===== config.mk =====
export PLATFORM = sky130hd
export DESIGN_NAME = imem_boot_loader
export DESIGN_NICKNAME = d
export VERILOG_FILES = /design/src/rtl/loader_pkg.sv /design/src/rtl/word_assembler.sv /design/src/rtl/imem_boot_loader.sv
export SDC_FILE = /design/constraint.sdc
export NUM_CORES = 1
export LEC_CHECK = 0
export ABC_AREA = 1
export CAP_MARGIN = 0
export CORE_ASPECT_RATIO = 1.25
export CORE_MARGIN = 2
export CORE_UTILIZATION = 33
export DETAILED_ROUTE_END_ITERATION = 10
export SLEW_MARGIN = 30
export SYNTH_ARGS = -nofsm -noshare
export SYNTH_HDL_FRONTEND = slang
export SYNTH_SLANG_ARGS = --single-unit

===== constraint.sdc =====
create_clock -name clk -period 5.6 [get_ports clk]
set_input_delay 1.68 -clock clk [delete_from_list [all_inputs] [get_ports clk]]
set_output_delay 1.68 -clock clk [all_outputs]
set_load 0.02 [all_outputs]

===== src/rtl/loader_pkg.sv =====
// Shared types and constants for the instruction-memory boot loader.
package loader_pkg;

    typedef enum logic [2:0] {
        S_IDLE    = 3'd0,
        S_LEN_LO  = 3'd1,
        S_LEN_HI  = 3'd2,
        S_PAYLOAD = 3'd3,
        S_CHECK   = 3'd4,
        S_DONE    = 3'd5,
        S_ERR     = 3'd6
    } loader_state_t;

    localparam int LEN_BYTES  = 2;
    localparam int WORD_BYTES = 4;
    localparam int CHK_W      = 8;

    function automatic logic [CHK_W-1:0] chk_add(input logic [CHK_W-1:0] acc,
                                                 input logic [7:0]       b);
        return acc + b;
    endfunction

    function automatic logic is_loading(input loader_state_t s);
        logic r;
        case (s)
            S_LEN_LO, S_LEN_HI, S_PAYLOAD, S_CHECK: r = 1'b1;
            default:                                r = 1'b0;
        endcase
        return r;
    endfunction

endpackage


===== src/rtl/word_assembler.sv =====
// Collects stream bytes into little-endian 32-bit words; flags the byte that completes a word.
module word_assembler
    import loader_pkg::*;
(
    input  logic        clk,
    input  logic        rst_n,
    input  logic        clr,
    input  logic        byte_en,
    input  logic [7:0]  byte_data,
    output logic        word_valid,
    output logic [31:0] word
);

    logic [1:0]  lane_r;
    logic [23:0] shift_r;

    // Lane counter and shift register for the three lower bytes of the word.
    always_ff @(posedge clk or negedge rst_n) begin
        if (!rst_n) begin
            lane_r  <= 2'd0;
            shift_r <= 24'd0;
        end else if (clr) begin
            lane_r  <= 2'd0;
            shift_r <= 24'd0;
        end else if (byte_en) begin
            lane_r  <= lane_r + 2'd1;
            shift_r <= {byte_data, shift_r[23:8]};
        end
    end

    assign word_valid = byte_en && (lane_r == 2'(WORD_BYTES - 1));
    assign word       = {byte_data, shift_r};

endmodule


===== src/rtl/imem_boot_loader.sv =====
// Boot loader: receives a length-prefixed, checksummed image and writes it to instruction memory,
// holding the core in reset until the image verifies.
module imem_boot_loader
    import loader_pkg::*;
#(
    parameter int IMEM_DEPTH  = 1024,
    parameter int ADDR_W      = $clog2(IMEM_DEPTH),
    parameter int TIMEOUT_CYC = 0
) (
    input  logic              clk,
    input  logic              rst,
    input  logic              start,
    input  logic [7:0]        rx_data,
    input  logic              rx_valid,
    output logic              rx_ready,
    output logic              imem_we,
    output logic [ADDR_W-1:0] imem_addr,
    output logic [31:0]       imem_wdata,
    output logic              core_hold,
    output logic              busy,
    output logic              done,
    output logic              err
);

    localparam int          LEN_W  = 8 * LEN_BYTES;
    localparam logic [31:0] TO_LIM = (TIMEOUT_CYC > 0) ? 32'(TIMEOUT_CYC - 1) : 32'd0;
    localparam logic [31:0] DEPTH  = 32'(IMEM_DEPTH);

    loader_state_t     state_r, state_next_s;
    logic [LEN_W-1:0]  len_r, word_cnt_r, n_s;
    logic [CHK_W-1:0]  chk_r;
    logic [31:0]       idle_cnt_r;
    logic              rx_ready_r, imem_we_r, core_hold_r, busy_r, done_r, err_r;
    logic [ADDR_W-1:0] imem_addr_r;
    logic [31:0]       imem_wdata_r;
    logic              xfer_s, start_acc_s, pay_en_s, timeout_s, len_ok_s, last_word_s;
    logic              word_valid_s;
    logic [31:0]       word_s;

    assign xfer_s      = rx_valid && rx_ready_r;
    assign start_acc_s = start && !is_loading(state_r);
    assign pay_en_s    = xfer_s && (state_r == S_PAYLOAD);
    assign n_s         = {rx_data, len_r[7:0]};
    assign len_ok_s    = (n_s != LEN_W'(0)) && (32'(n_s) <= DEPTH);
    assign last_word_s = (word_cnt_r == len_r - LEN_W'(1));
    // Timeout fires on the idle edge that would bring the counter to TIMEOUT_CYC.
    assign timeout_s   = (TIMEOUT_CYC != 0) && !xfer_s && (idle_cnt_r == TO_LIM);

    word_assembler u_asm (
        .clk        (clk),
        .rst_n      (rst),
        .clr        (start_acc_s),
        .byte_en    (pay_en_s),
        .byte_data  (rx_data),
        .word_valid (word_valid_s),
        .word       (word_s)
    );

    // Next-state decode.
    always_comb begin
        state_next_s = state_r;
        case (state_r)
            S_IDLE, S_DONE, S_ERR: begin
                if (start) state_next_s = S_LEN_LO;
                else       state_next_s = state_r;
            end
            S_LEN_LO: begin
                if (xfer_s)         state_next_s = S_LEN_HI;
                else if (timeout_s) state_next_s = S_ERR;
                else                state_next_s = state_r;
            end
            S_LEN_HI: begin
                if (xfer_s)         state_next_s = len_ok_s ? S_PAYLOAD : S_ERR;
                else if (timeout_s) state_next_s = S_ERR;
                else                state_next_s = state_r;
            end
            S_PAYLOAD: begin
                if (word_valid_s && last_word_s) state_next_s = S_CHECK;
                else if (timeout_s)              state_next_s = S_ERR;
                else                             state_next_s = state_r;
            end
            S_CHECK: begin
                if (xfer_s)         state_next_s = (rx_data == chk_r) ? S_DONE : S_ERR;
                else if (timeout_s) state_next_s = S_ERR;
                else                state_next_s = state_r;
            end
            default: state_next_s = S_IDLE;
        endcase
    end

    // State register and status outputs, all decoded from the next state.
    always_ff @(posedge clk or negedge rst) begin
        if (!rst) begin
            state_r     <= S_IDLE;
            rx_ready_r  <= 1'b0;
            busy_r      <= 1'b0;
            done_r      <= 1'b0;
            err_r       <= 1'b0;
            core_hold_r <= 1'b1;
        end else begin
            state_r     <= state_next_s;
            rx_ready_r  <= is_loading(state_next_s);
            busy_r      <= is_loading(state_next_s);
            done_r      <= (state_next_s == S_DONE);
            err_r       <= (state_next_s == S_ERR);
            core_hold_r <= (state_next_s != S_DONE);
        end
    end

    // Header capture, word counter, checksum and idle-cycle counter.
    always_ff @(posedge clk or negedge rst) begin
        if (!rst) begin
            len_r      <= '0;
            word_cnt_r <= '0;
            chk_r      <= '0;
            idle_cnt_r <= 32'd0;
        end else if (start_acc_s) begin
            len_r      <= '0;
            word_cnt_r <= '0;
            chk_r      <= '0;
            idle_cnt_r <= 32'd0;
        end else begin
            if (xfer_s && state_r == S_LEN_LO) len_r[7:0]       <= rx_data;
            if (xfer_s && state_r == S_LEN_HI) len_r[LEN_W-1:8] <= rx_data;
            if (pay_en_s)     chk_r      <= chk_add(chk_r, rx_data);
            if (word_valid_s) word_cnt_r <= word_cnt_r + LEN_W'(1);
            if (is_loading(state_r)) idle_cnt_r <= xfer_s ? 32'd0 : idle_cnt_r + 32'd1;
            else                     idle_cnt_r <= 32'd0;
        end
    end

    // Memory write port: one-cycle strobe on the edge that completes each word.
    always_ff @(posedge clk or negedge rst) begin
        if (!rst) begin
            imem_we_r    <= 1'b0;
            imem_addr_r  <= '0;
            imem_wdata_r <= 32'd0;
        end else begin
            imem_we_r <= word_valid_s;
            if (word_valid_s) begin
                imem_addr_r  <= word_cnt_r[ADDR_W-1:0];
                imem_wdata_r <= word_s;
            end
        end
    end

    assign rx_ready   = rx_ready_r;
    assign imem_we    = imem_we_r;
    assign imem_addr  = imem_addr_r;
    assign imem_wdata = imem_wdata_r;
    assign core_hold  = core_hold_r;
    assign busy       = busy_r;
    assign done       = done_r;
    assign err        = err_r;

endmodule


======== Word-level counts from Yosys, hierarchy flattened ========
Index checks and enable logic that the tools add are counted.
storage, ports and cells
  register bits after elaboration ......... 116
  latch bits .............................. 0
  bits in writable memories ............... 0
  ROM bits ................................ 0
  logic and storage cells ................. 74
  memories kept ........................... 0
cells by class
  add/subtract/negate cells ............... 4
  $mul .................................... 0
  div/mod/pow operators ................... 0
  order comparisons ....................... 1
  equality and inequality tests ........... 16
  shift operators ......................... 0
  muxes and demuxes ....................... 21
  bitwise gates (word level) .............. 0
  reductions and logical operators ........ 18
operators with widths
  operator               count
  $mux 16                3
  $mux 24                2
  $mux 8                 4
  $eq 3x3->1 const B     6
  $mux 3                 6
  $add 16x1->16 const B  1
  $eq 16x16->1           1
  $le 16x11->1 const B   1
  $reduce_bool 16->1     1
  $sub 16x1->16 const B  1
  $pmux 3 s5             1
  $eq 3x2->1 const B     4
  $add 8x8->8            1
  $eq 8x8->1             1
  $logic_and 1x1->1      8
  $reduce_bool 2->1      4
  $reduce_or 4->1        2
  $eq 3x1->1 const B     2
  $mux 2                 3
  $logic_not 3->1        1
  $ne 3x3->1 const B     1
  $reduce_or 3->1        1
  $add 2x1->2 const B    1
  $eq 2x2->1 const B     1
  2 further kinds        3

======== Depth between registers and ports, before layout ========
  depth after elaboration ................. 9
  mapped depth ............................ 16
  depth with buffers taken out ............ 16

======== Hierarchy ========
Synthesis repeated with hierarchy kept, for this count alone.
unflattened totals
  cell total of the unflattened synthesis .. 762
  area, all modules ....................... 6087.1 um^2
modules (own cells, without submodules)
  module            times used  cells each  area an instance (um^2)
  imem_boot_loader  1           637         4822.1
  word_assembler    1           125         1265.0

======== Worst setup path before layout ========
OpenSTA, ideal clock, no wires.
  path type ............................... in2reg
  start point ............................. input port rx_data[0]
  end point ............................... register chk_r[6]
  arrival ................................. 2.948 ns
  required time ........................... 5.517 ns
  path slack .............................. 2.570 ns
  cell stages on the path ................. 8
  buffers on the path ..................... 0
  cells stage by stage .................... ha_1 fa_1 a31oi_1 nor2_1 nor2_1 o21bai_1 xor2_1 o21ai_0
between the ends
  longest elaborated chain between the ends .. 3
RTL lines
  item                    line                     RTL
  start: declaration      imem_boot_loader.sv:13   input logic [7:0] rx_data,
  $add 8x8->8             loader_pkg.sv:20         return acc + b;
  $mux 8                  imem_boot_loader.sv:125  if (pay_en_s) chk_r <= chk_add(chk_r, rx_data);
  $mux 8                  imem_boot_loader.sv:117  end else if (start_acc_s) begin
  end signal: assignment  imem_boot_loader.sv:125
  end: declaration        imem_boot_loader.sv:31   logic [CHK_W-1:0] chk_r;
No other way between the ends. The select of a mux whose other input is x is not followed.
A chain may end at the register's enable or synchronous reset.

======== Worst setup path in the final report ========
  start point ............................. input port rx_valid
  end point ............................... register word_cnt_r[9]
between the ends
  longest elaborated chain between the ends .. 4
RTL lines
  item                                line                     RTL
  start: declaration                  imem_boot_loader.sv:14   input logic rx_valid,
  $logic_and 1x1->1                   imem_boot_loader.sv:40   assign xfer_s = rx_valid && rx_ready_r;
  $logic_and 1x1->1                   imem_boot_loader.sv:42   assign pay_en_s = xfer_s && (state_r == S_PAYLOAD);
  $logic_and 1x1->1                   word_assembler.sv:31     assign word_valid = byte_en && (lane_r == 2'(WORD_BYTES - 1));
  $reduce_bool 2->1 (no source line)  n/a
  end signal: assignment              imem_boot_loader.sv:126  if (word_valid_s) word_cnt_r <= word_cnt_r + LEN_W'(1);
  end: declaration                    imem_boot_loader.sv:30   logic [LEN_W-1:0] len_r, word_cnt_r, n_s;
No other way between the ends.

==> impl_metrics.tcl <==
set metrics [dict create \
    max_stage_delay_ns 0.45 \
    p_per_area_nw_per_um2 481 \
    start_util_pct 33.8 \
    p_int_mw 2.17 \
    syn_area_per_cell_um2 8.11 \
    timing.fmax_ghz 0.268 \
    dpl.hpwl_um 10400 \
    critPathTopFamily "simple AND/OR/NAND/NOR gates" \
    diodes 0 \
    first_iter_violations 262 \
    cts_tree "built" \
    synth_cells 705 \
    top_level_ports 60 \
    yosysWarnings 0 \
    fin_skew_ns 0.00936 \
    final-seq-area_um2 2900 \
    final_cell_mix "194 x nand2_1, 115 x dfrtp_1, 87 x inv_1, 75 x o21ai_0, 63 x nor2_1" \
    critPathCaptureType "register" \
    r2r_slack_ns 3.16 \
    antenna_found_initial 0 \
    syn_to_final_growth_pct 24.9 \
    clock-sinks 116 \
    fin_crit_ns 3.73 \
    drc 0 \
    cts_root_buffer "clkbuf_16" \
    path_cells "clkdlybuf4s50_1, nand2_1, inv_1, nand2_2, nor2_4, nand2_2, nor3_4, nand3_2, nor2_2, nand2_1, o21ai_1, a21oi_1" \
    finalNetCount 786 \
    wl_per_cell_um 14.6 \
    r2r_end "word_cnt_r[9]" \
    tightest_slew_ns 0.799 \
    synth_top_flop_cell "dfrtp_1" \
    status "finished clean" \
    min_to "u_asm.lane_r[0]" \
    crit_path_max_fanout 29 \
    multi_input_comb_area_um2 2380 \
    via_count 4663 \
    rows 53 \
    combinationalPowerShare_pct 32.3 \
    hold_class "reg -> reg" \
    synth_area_um2 5720 \
    ctsResizeCount 0 \
    reg2reg_from "state_r[0]" \
    crit_buf_inv 2 \
    hold_viol 0 \
    drt_wl_total_um 14500 \
    seq_power_share_pct 34.0 \
    grt_usage_pct 16.7 \
    layout_commonest_cell "nand2_1" \
    synth_cell_types 38 \
    report.final.setup_viol 0 \
    syn_nets 728 \
    place_congestion 0.885 \
    cts_setup_buffers 0 \
    holdBufCountCts 0 \
    peakVddDrop_uv 231 \
    rsz0062_at_grt "false" \
    ant_nets 0 \
    power.switching_mw 1.27 \
    viasPerCell 4.69 \
    slew_viol_final 0 \
    worst_setup_path_start_kind "input pin" \
    relSlewSlack_pct 46.8 \
    whs_path_depth 1 \
    cts_buffer_depth 2 \
    p_leak_nw 3.35 \
    dieArea_um2 18400 \
    slowest_stage "clkdlybuf4s50_1" \
    grt_pass1_wl_um 23800 \
    min_period_over_period_pct 66.7 \
    cts_buffers 17 \
    cp.required_ns 5.90 \
    core_um2 16900 \
    clk_latency_ns 0.41 \
    maxCapViolations 0 \
    h-tree-depth 4 \
    setup_tns_ns 0 \
    clkPwrFrac_pct 33.7 \
    grt_max_degree 84 \
    hold_start "u_asm.lane_r[0]" \
    ys_seq_area_share_pct 50.8 \
    dr.pass1.iters 5 \
    first_global_vias 4704 \
    async_reset_ff_share_pct 100 \
    gr-total-overflow 0 \
    fill_cells 1695 \
    io_buffers 59 \
    r2r_cells 11 \
    worst_setup_hold_path_clk_slew_ns 0.06 \
    synth-edff-count 0 \
    ys_seq_elements 116 \
    die_x_um 122 \
    die_h_um 151 \
    drive_above_1_share_pct 8.13 \
    crit_type "in -> reg" \
    power_mw 3.44 \
    swShare_pct 37.0 \
    cp_data_arrival_time_ns 4.04 \
]
==> worst max-delay path by stage <==
stage	start	cells past startpoint	end	slack, ns
after detailed placement	rx_valid	12	word_cnt_r[9]	1.45
after floorplan	rx_data[0]	8	chk_r[6]	2.57
after CTS	rx_valid	12	word_cnt_r[9]	1.89
final	rx_valid	12	word_cnt_r[9]	1.87
after global routing	rx_valid	9	word_cnt_r[12]	1.62
after global placement	rx_valid	12	word_cnt_r[9]	1.51
==> routing by layer <==
metal | vias up | track usage [%] | share of wire (%)
met5 | - | 0 | 0
met4 | 0 | 5.92 | 1.7
met3 | 18 | 2.97 | 2.6
met2 | 69 | 29.2 | 51
met1 | 2202 | 20.8 | 44
li1 | 2374 | - | -
==> power groups by stage <==
stage	Clock [mW]	Sequential (mW)	Combinational, mW
floorplan	0	1.17	0.808
global placement	0	1.18	1.10
detailed placement	0	1.18	1.11
CTS	1.18	1.17	1.12
global route	1.22	1.19	1.28
finish	1.16	1.17	1.11
==> cells in the mapped netlist (2+ instances only) <==
| master | count | area, um2 |
|---|---|---|
| inv_1 | 87 | 327 |
| inv_2 | 2 | 7.51 |
| nor3_1 | 8 | 40.0 |
| clkbuf_1 | 12 | 45.0 |
| nand3_1 | 29 | 145 |
| dfrtp_1 | 115 | 2880 |
| nor2_2 | 5 | 31.3 |
| buf_2 | 8 | 40.0 |
| nand3_2 | 2 | 20.0 |
| nand2_1 | 194 | 728 |
| a21oi_1 | 13 | 65.1 |
| o21ai_0 | 75 | 375 |
| o22ai_1 | 21 | 131 |
| xor2_1 | 9 | 78.8 |
| a22o_1 | 3 | 26.3 |
| nand4_1 | 6 | 37.5 |
| nand3b_1 | 3 | 22.5 |
| xnor2_1 | 7 | 61.3 |
| nor2_1 | 63 | 236 |
| ha_1 | 10 | 125 |
| nor2_4 | 5 | 56.3 |
| buf_4 | 2 | 15.0 |
| nand2_2 | 11 | 68.8 |
==> metrics by stage <==
stage               hold slack [ns]  area [um2]  setup slack [ns]  utilization, %  instances
detailed placement            0.470        6510              1.45            38.5        964
global placement              0.468        6510              1.51            38.5        964
finish                        0.483        7140              1.87            42.2        995
floorplan                     0.450        5720              2.57               -        705
global route                  0.511        7140              1.62            42.2        995
CTS                           0.487        7140              1.89            42.2        995
==> kinds of logic after synthesis <==
kind of cell               count (synthesis)  synth area share, %
and+or+nand+nor                          332                 25.2
AOI/OAI and AO/OA                        119                 11.4
DFF                                      116                 50.8
buffers and inverters                    111                 7.59
xor gates and xnor gates                  16                 2.45
adders and majority gates                 11                 2.54
==> sequential cells by signal, summed over array words and instances, names as in the netlist <==
register / flops
imem_wdata: 32
u_asm.shift_r: 24
len_r: 16
word_cnt_r: 16
imem_addr: 10
chk_r: 8
state_r: 3
u_asm.lane_r: 2
busy: 1
core_hold: 1
done: 1
err: 1
imem_we: 1
==> layout make-up <==
class	instances	share of cell area [%]
timing repair buffer	61	8.62
clock buffer	20	6.39
multi-input combinational	478	33.3
inverter	89	4.68
clock inverter	11	2.45
sequential	116	40.7
tap	220	3.85
Note: power is estimated with default switching activity, not from simulation.
